--- config.mk ---
export PLATFORM = sky130hd
export DESIGN_NAME = move_tick_sequencer
export DESIGN_NICKNAME = d
export VERILOG_FILES = /design/src/rtl/move_pkg.sv /design/src/rtl/mark_cmp.sv /design/src/rtl/move_tick_sequencer.sv
export SDC_FILE = /design/constraint.sdc
export NUM_CORES = 1
export LEC_CHECK = 0
export ABC_CLOCK_PERIOD_IN_PS = 2400
export BUFFER_PORTS_ARGS = -buffer_cell sky130_fd_sc_hd__buf_2
export CAP_MARGIN = 20
export CORE_ASPECT_RATIO = 1.1
export CORE_UTILIZATION = 50
export DETAILED_ROUTE_END_ITERATION = 6
export PLACE_DENSITY = 0.72
export SYNTH_ARGS = -nofsm -noshare
export SYNTH_HDL_FRONTEND = slang
export SYNTH_SLANG_ARGS = --single-unit
--- constraint.sdc ---
create_clock -name CLK -period 2.4 [get_ports CLK]
set_input_delay 0.24 -clock CLK [delete_from_list [all_inputs] [get_ports CLK]]
set_output_delay 0.24 -clock CLK [all_outputs]
set_load 0.02 [all_outputs]
--- src/rtl/move_pkg.sv ---
// move_pkg: shared types and defaults for the invader formation movement logic.
// Provides the sequencer state enum, march-direction encodings and the
// default counter width / wrap period used by the formation blocks.
package move_pkg;

    typedef enum logic [1:0] {
        IDLE   = 2'd0,
        RUN    = 2'd1,
        PAUSED = 2'd2
    } state_t;

    localparam logic DIR_RIGHT  = 1'b0;
    localparam logic DIR_LEFT   = 1'b1;
    localparam int   DEF_CNT_W  = 11;
    localparam int   DEF_PERIOD = 400;

endpackage

--- src/rtl/mark_cmp.sv ---
// mark_cmp: one milestone channel -- threshold register, comparator and pulse register.
// Ports:
//   CLK, Rst      clock, synchronous active-high reset
//   i_load        write i_load_val into the threshold at this edge
//   i_load_val    new threshold value
//   i_adv         the count advances at this edge
//   i_next        value the count takes at this edge when advancing
//   o_mark        one-cycle pulse, coincident with the count reaching the threshold
module mark_cmp
    import move_pkg::*;
#(
    parameter int               CNT_W   = DEF_CNT_W,
    parameter logic [CNT_W-1:0] THR_DEF = '0
)(
    input  logic             CLK,
    input  logic             Rst,
    input  logic             i_load,
    input  logic [CNT_W-1:0] i_load_val,
    input  logic             i_adv,
    input  logic [CNT_W-1:0] i_next,
    output logic             o_mark
);

    logic [CNT_W-1:0] r_thr;
    logic             r_mark;

    // The pulse compares against the threshold held before any same-cycle load,
    // so a load can never itself trigger a pulse.
    always_ff @(posedge CLK) begin
        if (Rst) begin
            r_thr  <= THR_DEF;
            r_mark <= 1'b0;
        end else begin
            r_mark <= i_adv && (i_next == r_thr);
            if (i_load)
                r_thr <= i_load_val;
        end
    end

    assign o_mark = r_mark;

endmodule

--- src/rtl/move_tick_sequencer.sv ---
// move_tick_sequencer: counts step-timer strobes and emits milestone, wrap and march-direction outputs.
// Ports:
//   CLK, Rst            clock, synchronous active-high reset
//   START / HALT        enter RUN / leave RUN for PAUSED
//   CLR                 zero the count and DIR
//   EN                  tick strobe, counted only in RUN
//   LOAD, LOAD_IDX/VAL  program a milestone threshold
//   COUNT               current tick count (0..PERIOD-1)
//   MARK                per-channel milestone pulses
//   WRAP                pulse when the count wraps to 0
//   DIR                 march direction, toggles on every wrap
//   RUNNING             high while in RUN
module move_tick_sequencer
    import move_pkg::*;
#(
    parameter int                      CNT_W    = DEF_CNT_W,
    parameter int                      N_MARK   = 2,
    parameter int                      PERIOD   = DEF_PERIOD,
    parameter logic [N_MARK*CNT_W-1:0] MARK_DEF = {11'd300, 11'd124},
    localparam int                     IDX_W    = (N_MARK > 1) ? $clog2(N_MARK) : 1
)(
    input  logic              CLK,
    input  logic              Rst,
    input  logic              START,
    input  logic              HALT,
    input  logic              CLR,
    input  logic              EN,
    input  logic              LOAD,
    input  logic [IDX_W-1:0]  LOAD_IDX,
    input  logic [CNT_W-1:0]  LOAD_VAL,
    output logic [CNT_W-1:0]  COUNT,
    output logic [N_MARK-1:0] MARK,
    output logic              WRAP,
    output logic              DIR,
    output logic              RUNNING
);

    localparam logic [CNT_W-1:0] LAST = CNT_W'(PERIOD - 1);

    state_t           r_state;
    state_t           w_state_nxt;
    logic             r_running;
    logic [CNT_W-1:0] r_count;
    logic             r_dir;
    logic             r_wrap;
    logic             w_adv;
    logic             w_last;
    logic [CNT_W-1:0] w_next;

    always_ff @(posedge CLK) begin
        if (Rst) begin
            r_state   <= IDLE;
            r_running <= 1'b0;
        end else begin
            r_state   <= w_state_nxt;
            r_running <= w_state_nxt == RUN;
        end
    end

    always_comb begin
        w_state_nxt = r_state;
        case (r_state)
            IDLE:    w_state_nxt = START ? RUN : IDLE;
            RUN:     w_state_nxt = HALT ? PAUSED : RUN;
            PAUSED:  w_state_nxt = START ? RUN : PAUSED;
            default: w_state_nxt = IDLE;
        endcase
    end

    // HALT and CLR both block the tick that shares their cycle.
    assign w_adv  = (r_state == RUN) && EN && !HALT && !CLR;
    assign w_last = r_count == LAST;
    assign w_next = w_last ? '0 : r_count + 1'b1;

    always_ff @(posedge CLK) begin
        if (Rst) begin
            r_count <= '0;
            r_dir   <= DIR_RIGHT;
            r_wrap  <= 1'b0;
        end else begin
            r_wrap <= w_adv && w_last;
            if (CLR) begin
                r_count <= '0;
                r_dir   <= DIR_RIGHT;
            end else if (w_adv) begin
                r_count <= w_next;
                if (w_last)
                    r_dir <= (r_dir == DIR_RIGHT) ? DIR_LEFT : DIR_RIGHT;
            end
        end
    end

    // Index values beyond N_MARK-1 match no channel and are dropped.
    for (genvar i = 0; i < N_MARK; i++) begin : g_mark
        mark_cmp #(
            .CNT_W   (CNT_W),
            .THR_DEF (MARK_DEF[i*CNT_W +: CNT_W])
        ) u_mark (
            .CLK        (CLK),
            .Rst        (Rst),
            .i_load     (LOAD && (LOAD_IDX == IDX_W'(i))),
            .i_load_val (LOAD_VAL),
            .i_adv      (w_adv),
            .i_next     (w_next),
            .o_mark     (MARK[i])
        );
    end

    assign COUNT   = r_count;
    assign WRAP    = r_wrap;
    assign DIR     = r_dir;
    assign RUNNING = r_running;

endmodule

; ---- Yosys cells after proc, flatten, opt, wreduce, memory -nomap -nowiden
; Index checks and enable logic that the tools add are counted.
[op_classes]
add_sub_neg = 1
multipliers = 0
n_div = 0
order_cmp = 0
n_eq_ne = 6
n_shift = 0
muxes = 6
n_bitwise = 1
reduce_logical = 13
[op_table]
columns = op, n
row1 = == test 11 bit, 2
row2 = "adder 11 x 1 -> 11 bit, second input constant", 1
row3 = "== test 11 x 9 -> 1 bit, second input constant", 1
row4 = two-way mux 11 bit, 1
row5 = logical AND 1 bit, 8
row6 = one-hot mux 2 bit (3 select lines), 1
row7 = "== test 2 x 1 -> 1 bit, second input constant", 2
row8 = two-way mux 2 bit, 2
row9 = "== test 2 bit, second input constant", 1
row10 = logical NOT 1 bit, 2
row11 = logical NOT 2 bit, 1
row12 = two-way mux 1 bit, 2
row13 = AND reduction 2 bit, 1
row14 = OR reduction 2 bit, 1
row15 = NOT 1 bit, 1
[word_totals]
ff_bits = 40
latchBits = 0
ram_bits = 0
rom_bits = 0
out_inout_bits = 16
word_cells = 36
n_memories = 0

; ---- Depth between registers and ports, before layout
; Gate-level depths: netlist of run 1.
[logic_depth]
word_depth = 5
depth_mapped = 8
depth_no_buf = 7

; ---- Modules after synthesis
; Synthesis of run 1 repeated with hierarchy kept, for this count alone.
[hier_totals]
hier_cells = 217
hier_area_um2 = 2077.0
[modules_own_cells]
columns = module, instances, cells_each, area_each_um2, seq_area_each_um2
row1 = move_tick_sequencer, 1, 113, 988.4, 320.3
row2 = mark_cmp (g_mark[0].u_mark), 1, 52, 545.5, 240.2
row3 = mark_cmp (g_mark[1].u_mark), 1, 52, 543.0, 240.2

; ---- Worst setup path after synthesis of run 1
; No wires, ideal clock.
[synth_path]
kind = register to register
startpoint = register r_count[0], in the netlist COUNT[0]
endpoint = register g_mark[0].u_mark.r_mark
t_arrival_ns = 2.224
required_time_ns = 2.276
slack_ns = 0.052
stages_incl_launch_ff = 8
path_buffers = 0
period_less_slack_ns = 2.348
path_cell_list = dfxtp_1 > ha_1 > nand3_4 > nor3_1 > xnor3_1 > a32o_1 > a22oi_1 > nor4_2
[synth_via]
elab_chain_cells = 4
word_cells_on_any_way = 5
classes_between = 1 x add/sub / 2 x eq/ne / 1 x mux / 1 x reduce/logical
[synth_rtl]
columns = item, line
row1 = start: declaration, move_tick_sequencer.sv:43  ; logic [CNT_W-1:0] r_count;
row2 = start signal: assignment, move_tick_sequencer.sv:86  ; r_count <= w_next;
row3 = adder 11 x 1 -> 11 bit or == test 11 x 9 -> 1 bit (tied branches), "move_tick_sequencer.sv:73, move_tick_sequencer.sv:72"
row4 = two-way mux 11 bit (*), move_tick_sequencer.sv:73  ; assign w_next = w_last ? '0 : r_count + 1'b1;
row5 = == test 11 bit (*), mark_cmp.sv:34  ; r_mark <= i_adv && (i_next == r_thr);
row6 = logical AND 1 bit (*), mark_cmp.sv:34
row7 = end signal: assignment, mark_cmp.sv:34
row8 = end: declaration, mark_cmp.sv:25  ; logic r_mark;
; Every way passes the cells marked *; elsewhere a longest branch is shown, timed or not.
; A chain may end at the register's enable or synchronous reset.

; ---- Final worst setup path of run 1
[layout_path]
startpoint = register r_count[1], in the netlist COUNT[1]
endpoint = register g_mark[0].u_mark.r_mark
; The elaborated chain is that of the path after synthesis.

==> results of run 1 <==
-- cell families after synthesis --
logic type | Yosys count
AO/OA/AOI/OAI | 48
XOR/XNOR | 26
adder cells (fa/ha/maj) | 1
buffers and inverters | 23
flip-flops | 40
multiplexers | 2
AND/OR/NAND/NOR | 142
-- state kept, by name, indices dropped and copies added, names as in the netlist --
register and cells:
DIR 1, WRAP 1, g_mark.u_mark.o_mark 2, COUNT 11, r_state 2, RUNNING 1
g_mark.u_mark.r_thr 22
-- synthesized netlist by cell type, drive strengths merged, types with 2 or more instances --
master	number	area (µm²)
nand3	9	62.6
mux2i	2	20.0
clkbuf	9	43.8
dfxtp	40	801
nor3	7	35.0
buf	9	90.1
a22oi	4	30.0
or3	2	12.5
xor2	12	105
a21oi	21	109
and3	3	18.8
nor2	29	109
inv	5	18.8
nand2b	2	12.5
o21ai	8	40.0
nand4	4	25.0
nor4	3	40.0
nand2	60	225
nor2b	2	12.5
a311oi	2	17.5
or2	3	18.8
nand3b	11	82.6
a211oi	2	15.0
xnor2	13	114
-- power by group --
part / leakage (µW) / internal, µW / switching, µW
Clock: 0.0000642 / 409 / 235
Sequential: 0.000326 / 687 / 23.3
Combinational: 0.000623 / 53.4 / 65.0
Total: 0.00101 / 1150 / 324
-- per-stage QoR --
stage | hold slack [ns] | util [%] | worst slack [ns] | area [µm²]
6_report | 0.163 | 59.8 | 0.229 | 2580
5_1_grt | 0.169 | 59.8 | 0.0232 | 2580
4_1_cts | 0.159 | 59.8 | 0.237 | 2580
3_5_place_dp | 0.466 | 56.8 | 0.260 | 2450
3_3_place_gp | 0.462 | 56.8 | 0.315 | 2450
2_1_floorplan | 0.346 | - | 0.0518 | 2260
-- routing by layer --
layer  track usage (%)  up-vias
met4              8.27        0
met1              32.5      977
li1                  -     1041
met3              4.87        6
met2              40.4       59
met5                 0        -
-- final cells by class --
class,instances,area [µm²]
clock buffer,5,68.8
clock inverter,2,60.1
fill,431,1730
inverter,5,18.8
multi-input combinational,219,1310
sequential,40,801
tap,54,67.6
timing repair buffer,46,260
-- worst max-delay path: stages, from the launching register on --
cell,delay [ns]
dfxtp_1,0.42
ha_1,0.31
nand3_4,0.15
or2_2,0.33
o21ai_0,0.38
xnor2_1,0.17
nand4_1,0.12
nor4_2,0.21
-- worst max path at each step --
stage | endpoint | slack, ns | from | cells after the start
after floorplan | g_mark[0].u_mark.o_mark | 0.05 | COUNT[0] | 7
after global placement | g_mark[0].u_mark.o_mark | 0.32 | COUNT[10] | 7
after detailed placement | g_mark[0].u_mark.o_mark | 0.26 | COUNT[1] | 7
after CTS | g_mark[0].u_mark.o_mark | 0.24 | COUNT[1] | 7
after global routing | g_mark[0].u_mark.o_mark | 0.02 | COUNT[1] | 7
final | g_mark[0].u_mark.o_mark | 0.23 | COUNT[1] | 7
-- cells in the final DEF, fill, tap and decap left out, types with 2 or more instances in the layout --
| master | netlist | final |
|---|---|---|
| nor3_1 | 7 | 7 |
| a21oi_1 | 20 | 20 |
| a22oi_1 | 4 | 4 |
| xor2_1 | 12 | 12 |
| or2_2 | 3 | 3 |
| xnor2_1 | 13 | 13 |
| nand4_1 | 4 | 4 |
| nor2_1 | 29 | 29 |
| bufinv_16 | 0 | 2 |
| nand3b_1 | 11 | 11 |
| or3_1 | 2 | 2 |
| buf_2 | 0 | 34 |
| mux2i_1 | 2 | 2 |
| o21ai_0 | 8 | 8 |
| buf_4 | 3 | 12 |
| nor2b_1 | 2 | 2 |
| and3_1 | 3 | 3 |
| nand2b_1 | 2 | 2 |
| nand2_1 | 60 | 60 |
| nand3_1 | 7 | 7 |
| a311oi_1 | 2 | 2 |
| a211oi_1 | 2 | 2 |
| dfxtp_1 | 40 | 40 |
| clkbuf_8 | 1 | 5 |
| inv_1 | 5 | 5 |
==> reports/results.tsv, run 1 <==
metric	value	unit
TritonCTS Buffers	5	
GPL Wtd Cong	0.903	
Avg Cell Area, Syn	8.01	µm²
root buf cell	clkbuf_8	
Metal-1 WL	2.54	mm
Main synth FF type	dfxtp_1	
final wirelength	5.44	mm
Max VDD drop	0.463	mV
number of diodes	0	
Layout Cells excl Fill	371	
Max Cap Violations	0	
Max Used Layer	met4	
CP Capture Type	register	
Post-CTS Hold Buffers	0	
drt initial violations	143	
async set or reset register ratio after synthesis	0	%
per-cell routed wire length	14.7	µm
Pleak	0.00101	µW
crit path DAT	2.38	ns
multiplexer area fraction after synthesis	0.886	%
Ys Warns	0	
RSZ-0062 raised after global routing	no	
Post-Syn Nets	302	
sequential share of the synthesized area	35.4	%
core box area	4320	µm²
Adder-Cell Fraction of Synth Area	0.554	%
chip width	66.1	µm
Slew headroom	48.2	%
EDFF count, synth	0	
share of cells above drive strength 1	20.2	%
post-cts repair resize count	0	
wire length on met2	2.60	mm
reg-to-reg critical path endpoint	g_mark[0].u_mark.o_mark	
Starting Density	52.3	%
main combinational cell family by area after synthesis	simple AND/OR/NAND/NOR gates	
CP Class	register to register	
dpl hpwl	4.11	mm
setup total negative slack	0	ns
Power Density	571	nW/µm²
max-slew violations	0	
Setup Buffers After CTS	0	
fin crit share	90.5	%
Avg Vias per Cell	5.61	
area grow syn2layout	14.3	%
post-placement cell count	364	
total track usage	24.7	%
Bufs on Longest Clock Path	2	
die area	4790	µm²
PortBufs	34	
global-route wire length before repair	9.01	mm
Worst Min Path Start	LOAD_VAL[2]	
total power	1470	µW
largest net degree at the start of global routing	27	
clk slew on worst S/H paths	0.08	ns
Hold Path Cell Cnt	3	
Ports	35	
cell area after synthesis	2260	µm²
final hold vios	0	
final-report setup violation count	0	
Clock Latency Late Sink	0.29	ns
DR pass1 iterations	4	
Fmax	461	MHz
Hold Path Class	input pin to register	
Netlist cell types	51	
DRC viols	0	
htree depth	2	
Sink Count	40	
critical path launch point type	register	
launching point of the worst reg2reg path	COUNT[1]	
Final min period	2.17	ns
DR vias	2083	
Worst Path Max Fanout	8	
Post-DRT Antenna Nets	0	
clk_skew	0.00509	ns
Worst Reg2Reg Path Length in Cells	7	
antenna violations before repair	0	
WL met3	236	µm
Synth Area in Compound Gates	13.9	%
worst endpoint required time	2.61	ns
# nets final	337	
setup slack, reg-to-reg	0.23	ns
Mapped Cells	282	
post-synthesis register bit count	40	
post-synthesis xor/xnor area fraction	10.7	%
vias in the first global route	1948	
Row Count	25	
worst slew pin tran	0.776	ns
CTS tree	done	
global route overflow	0	
chip height	72.5	µm
Hold Path Sink	g_mark[0].u_mark.r_thr[2]	
run status	complete, no violations	
Simple-Gate Fraction of Synth Area	31.8	%
No activity file was read; power rests on OpenSTA's default activity.
==> run 2: changes to the inputs <==
CELL_PAD_IN_SITES_DETAIL_PLACEMENT = 2   (was unset)
CELL_PAD_IN_SITES_GLOBAL_PLACEMENT = 2   (was unset)
CORE_UTILIZATION = 33   (was 50)
PLACE_DENSITY = unset   (was 0.72)
PLACE_DENSITY_LB_ADDON = 0.1   (was unset)
==> reports/results.tsv, run 2 (synthesized netlist as in run 1, its figures left out) <==
metric	value	unit
Psw	338	µW
Row Count	31	
share of cells above drive strength 1	20.9	%
CP Class	register to register	
DR pass1 iterations	4	
worst slew pin tran	0.544	ns
area grow syn2layout	14.9	%
run status	complete, no violations	
Post-DRT Antenna Nets	0	
core box area	6590	µm²
cell area after layout	2600	µm²
Avg Vias per Cell	5.22	
chip width	80.9	µm
Worst Path Max Fanout	8	
DRC viols	0	
Reg power frac	55.7	%
post-cts repair resize count	0	
Hold Path Class	input pin to register	
commonest non-fill, non-tap cells in the layout	nand2_1 (60), dfxtp_1 (40), buf_2 (34), nor2_1 (29), a21oi_1 (20)	
PortBufs	34	
Fmax	443	MHz
worst-path cell chain	nand3_2 -> nor3_1 -> xnor2_1 -> o221ai_1 -> a211oi_1 -> and4_1	
setup total negative slack	0	ns
Max stage delay on crit path	0.55	ns
global route overflow	0	
critical path launch point type	register	
Fin Hold WS	0.174	ns
dpl hpwl	5.70	mm
GPL Wtd Cong	0.837	
total track usage	21.8	%
largest net degree at the start of global routing	27	
vias in the first global route	2199	
max-slew violations	0	
Clk pwr share	34.5	%
global-route wire length before repair	11.6	mm
final wirelength	7.28	mm
Ports	35	
antenna violations before repair	0	
Util after Layout	39.4	%
commonest non-fill, non-tap cell in the layout	nand2_1	
die area	7180	µm²
CP Capture Type	register	
Biggest register	g_mark.u_mark.r_thr	
fin crit share	94.1	%
Power Density	492	nW/µm²
Clock Latency Late Sink	0.29	ns
Max Cap Violations	0	
DR vias	2105	
final-report setup violation count	0	
logic gate share of total power	9.8	%
Sink Count	40	
Max VDD drop	0.204	mV
Setup Buffers After CTS	0	
# nets final	341	
CP max-delay cell	dfxtp_1	
clk slew on worst S/H paths	0.08	ns
chip height	88.8	µm
crit path DAT	2.49	ns
RSZ-0062 raised after global routing	no	
Post-CTS Hold Buffers	0	
TritonCTS Buffers	5	
total power	1280	µW
final hold vios	0	
CTS tree	done	
clk_skew	0.00391	ns
Net Sw Frac	26.4	%
per-cell routed wire length	18.1	µm
Bufs on Longest Clock Path	2	
root buf cell	clkbuf_8	
Int Pwr	940	µW
number of diodes	0	
Slew headroom	63.5	%
area of placed instances	2520	µm²
Pleak	0.00101	µW
Largest register FFs	22	
Final min period	2.26	ns
worst endpoint required time	2.64	ns
Starting Density	34.3	%
htree depth	2	
drt initial violations	42	
==> run 2: cell count changes in the layout (fill, tap and decap cells not counted) <==
cell / delta
bufinv_16: -2
buf_4: +4
clkinv_2: +1
o21ai_1: +1
o21ai_0: -1
clkbuf_1: +1
==> run 2: cell type report <==
type                            instances  area (µm²)
Inverter                                5        18.8
Clock buffer                            6        72.6
Clock inverter                          1        5.00
Fill cell                             780        4000
Tap cell                               82         103
Multi-Input combinational cell        219        1310
Sequential cell                        40         801
Timing Repair Buffer                   50         290
==> run 2: worst max-delay path, delay by kind of cell (launching register included) <==
family           cells  cell delay (ns)
AND/OR/NAND/NOR      3             0.93
flip-flops           1             0.55
AO/OA/AOI/OAI        2             0.45
XOR/XNOR             1             0.27
==> run 2: power by group through the flow <==
stage / Clock [µW] / Combinational [µW] / Sequential (µW)
floorplan: 0 / 77.6 / 721
global placement: 0 / 123 / 726
detailed placement: 0 / 126 / 727
CTS: 462 / 128 / 712
global route: 481 / 141 / 716
finish: 441 / 125 / 712
==> run 2: worst paths after layout <==
kind         slack (ns)  depth (start not counted)                       from                   endpoint
min reg2reg        0.50                          2  g_mark[1].u_mark.r_thr[4]  g_mark[1].u_mark.r_thr[4]
max reg2reg        0.14                          6                   COUNT[2]    g_mark[1].u_mark.o_mark
max                0.14                          6                   COUNT[2]    g_mark[1].u_mark.o_mark
min                0.17                          3                LOAD_VAL[5]  g_mark[1].u_mark.r_thr[5]
==> run 2: stage by stage <==
| stage | instances | setup WS (ns) |
|---|---|---|
| 2_1_floorplan | 282 | 0.0518 |
| 3_3_place_gp | 396 | 0.195 |
| 3_5_place_dp | 396 | 0.157 |
| 4_1_cts | 403 | 0.125 |
| 5_1_grt | 403 | 0.0213 |
| 6_report | 403 | 0.141 |
==> run 2: per-layer routing <==
metal / routed length [µm] / share of wire (%) / up-vias / global-route usage, %
li1: - / - / 1046 / -
met1: 3250 / 45 / 1024 / 27.1
met2: 3790 / 52 / 30 / 39.4
met3: 176 / 2.4 / 5 / 3.30
met4: 62 / 0.85 / 0 / 4.87
met5: 0 / 0 / - / 0
==> run 3: changes to the inputs <==
ABC_CLOCK_PERIOD_IN_PS = 2300   (was 2400)
clock period = 2.3 ns   (was 2.4 ns; I/O delays follow)
==> reports/results.tsv, run 3 (synthesized netlist as in run 1, its figures left out) <==
metric	value	unit
run status	complete, no violations	
commonest non-fill, non-tap cells in the layout	nand2_1 (60), dfxtp_1 (40), buf_2 (34), nor2_1 (29), buf_4 (21)	
share of cells above drive strength 1	22.9	%
Worst Min Path Start	LOAD_VAL[5]	
Fmax	469	MHz
largest net degree at the start of global routing	27	
number of diodes	0	
DR pass1 iterations	4	
DRC viols	0	
Clock Latency Late Sink	0.30	ns
Post-CTS Hold Buffers	0	
Power Density	547	nW/µm²
RSZ-0062 raised after global routing	no	
htree depth	2	
Bufs on Longest Clock Path	2	
per-cell routed wire length	17.7	µm
CTS tree	done	
Hold Path Class	input pin to register	
total track usage	21.8	%
CP Capture Type	register	
Largest register FFs	22	
final-report setup violation count	0	
Max stage delay on crit path	0.56	ns
PortBufs	34	
Reg power frac	50.8	%
crit path buf inv count	0	
clk slew on worst S/H paths	0.09	ns
fin worst setup slack	0.169	ns
drt initial violations	52	
DR vias	2161	
final hold vios	0	
CP max-delay cell	or4_4	
Max VDD drop	0.255	mV
chip width	80.9	µm
Psw	365	µW
setup slack, reg-to-reg	0.17	ns
launching point of the worst reg2reg path	COUNT[5]	
reg-to-reg critical path endpoint	g_mark[1].u_mark.o_mark	
max-slew violations	0	
total power	1460	µW
Worst Reg2Reg Path Length in Cells	6	
Starting Density	34.3	%
Hold Path Cell Cnt	3	
CP Class	register to register	
dpl hpwl	5.69	mm
commonest non-fill, non-tap cell in the layout	nand2_1	
# nets final	346	
Int Pwr	1100	µW
final wirelength	7.25	mm
Hold Path Sink	g_mark[0].u_mark.r_thr[5]	
worst slew pin tran	0.492	ns
Sink Count	40	
chip height	88.8	µm
global-route wire length before repair	11.7	mm
Setup Buffers After CTS	0	
Pleak	0.00105	µW
pre-CTS setup slack	0.171	ns
GPL Wtd Cong	0.861	
Biggest register	g_mark.u_mark.r_thr	
core box area	6590	µm²
Clk pwr share	40.3	%
Row Count	31	
Avg Vias per Cell	5.28	
Post-DRT Antenna Nets	0	
antenna violations before repair	0	
logic gate share of total power	8.9	%
critical path launch point type	register	
Worst Path Max Fanout	5	
Largest delay share family, worst path	simple AND/OR/NAND/NOR gates	
clk_skew	0.00851	ns
Slew headroom	67.2	%
setup total negative slack	0	ns
TritonCTS Buffers	5	
Max Cap Violations	0	
worst endpoint required time	2.54	ns
area grow syn2layout	18.3	%
global route overflow	0	
die area	7180	µm²
worst-path cell chain	or4_4 -> nor4_4 -> nor3_1 -> a221o_1 -> a311oi_1 -> and4_1	
crit path DAT	2.37	ns
Ports	35	
vias in the first global route	2278	
Util after Layout	40.6	%
Crit path depth	6	
Final min period	2.13	ns
root buf cell	clkbuf_8	
fin crit share	92.7	%
Net Sw Frac	25.0	%
post-cts repair resize count	0	
[run 3: power by group through the flow]
| stage | registers, µW | clock network, µW | logic, µW |
|---|---|---|---|
| 2_1_floorplan | 752 | 0 | 80.9 |
| 3_3_place_gp | 758 | 0 | 129 |
| 3_5_place_dp | 759 | 0 | 133 |
| 4_1_cts | 743 | 605 | 134 |
| 5_1_grt | 746 | 622 | 149 |
| 6_report | 742 | 588 | 131 |
[run 3: area by class of cell]
type | instances | area (µm²)
Fill cell | 792 | 3920
Multi-Input combinational cell | 219 | 1320
Sequential cell | 40 | 801
Timing Repair Buffer | 55 | 328
Tap cell | 82 | 103
Clock buffer | 6 | 72.6
Clock inverter | 2 | 35.0
Inverter | 5 | 18.8
[run 3: tightest hold or removal path: stages]
cell and delay [ns]:
buf_2 0.09, nand2_1 0.04, nand3b_1 0.06
[run 3: worst max path at each step]
stage	start	endpoint	slack, ns
CTS	COUNT[2]	g_mark[1].u_mark.o_mark	0.08
detailed placement	COUNT[2]	g_mark[1].u_mark.o_mark	0.17
global route	COUNT[2]	g_mark[1].u_mark.o_mark	0.03
floorplan	COUNT[0]	g_mark[0].u_mark.o_mark	0.11
global placement	COUNT[2]	g_mark[1].u_mark.o_mark	0.15
finish	COUNT[5]	g_mark[1].u_mark.o_mark	0.17
[run 3: routing by layer]
metal	vias to the layer above	wire, µm	track usage [%]	share of wire, %
met3	8	234	2.89	3.2
met2	33	3660	39.6	50
met4	0	99	5.68	1.4
met5	-	0	0	0
met1	1063	3250	26.7	45
li1	1057	-	-	-
[run 3: per-stage QoR]
| stage | area [µm²] | cells | hold WS (ns) |
|---|---|---|---|
| 2_1_floorplan | 2260 | 282 | 0.336 |
| 3_3_place_gp | 2560 | 401 | 0.456 |
| 3_5_place_dp | 2560 | 401 | 0.462 |
| 4_1_cts | 2670 | 409 | 0.150 |
| 5_1_grt | 2670 | 409 | 0.168 |
| 6_report | 2670 | 409 | 0.154 |
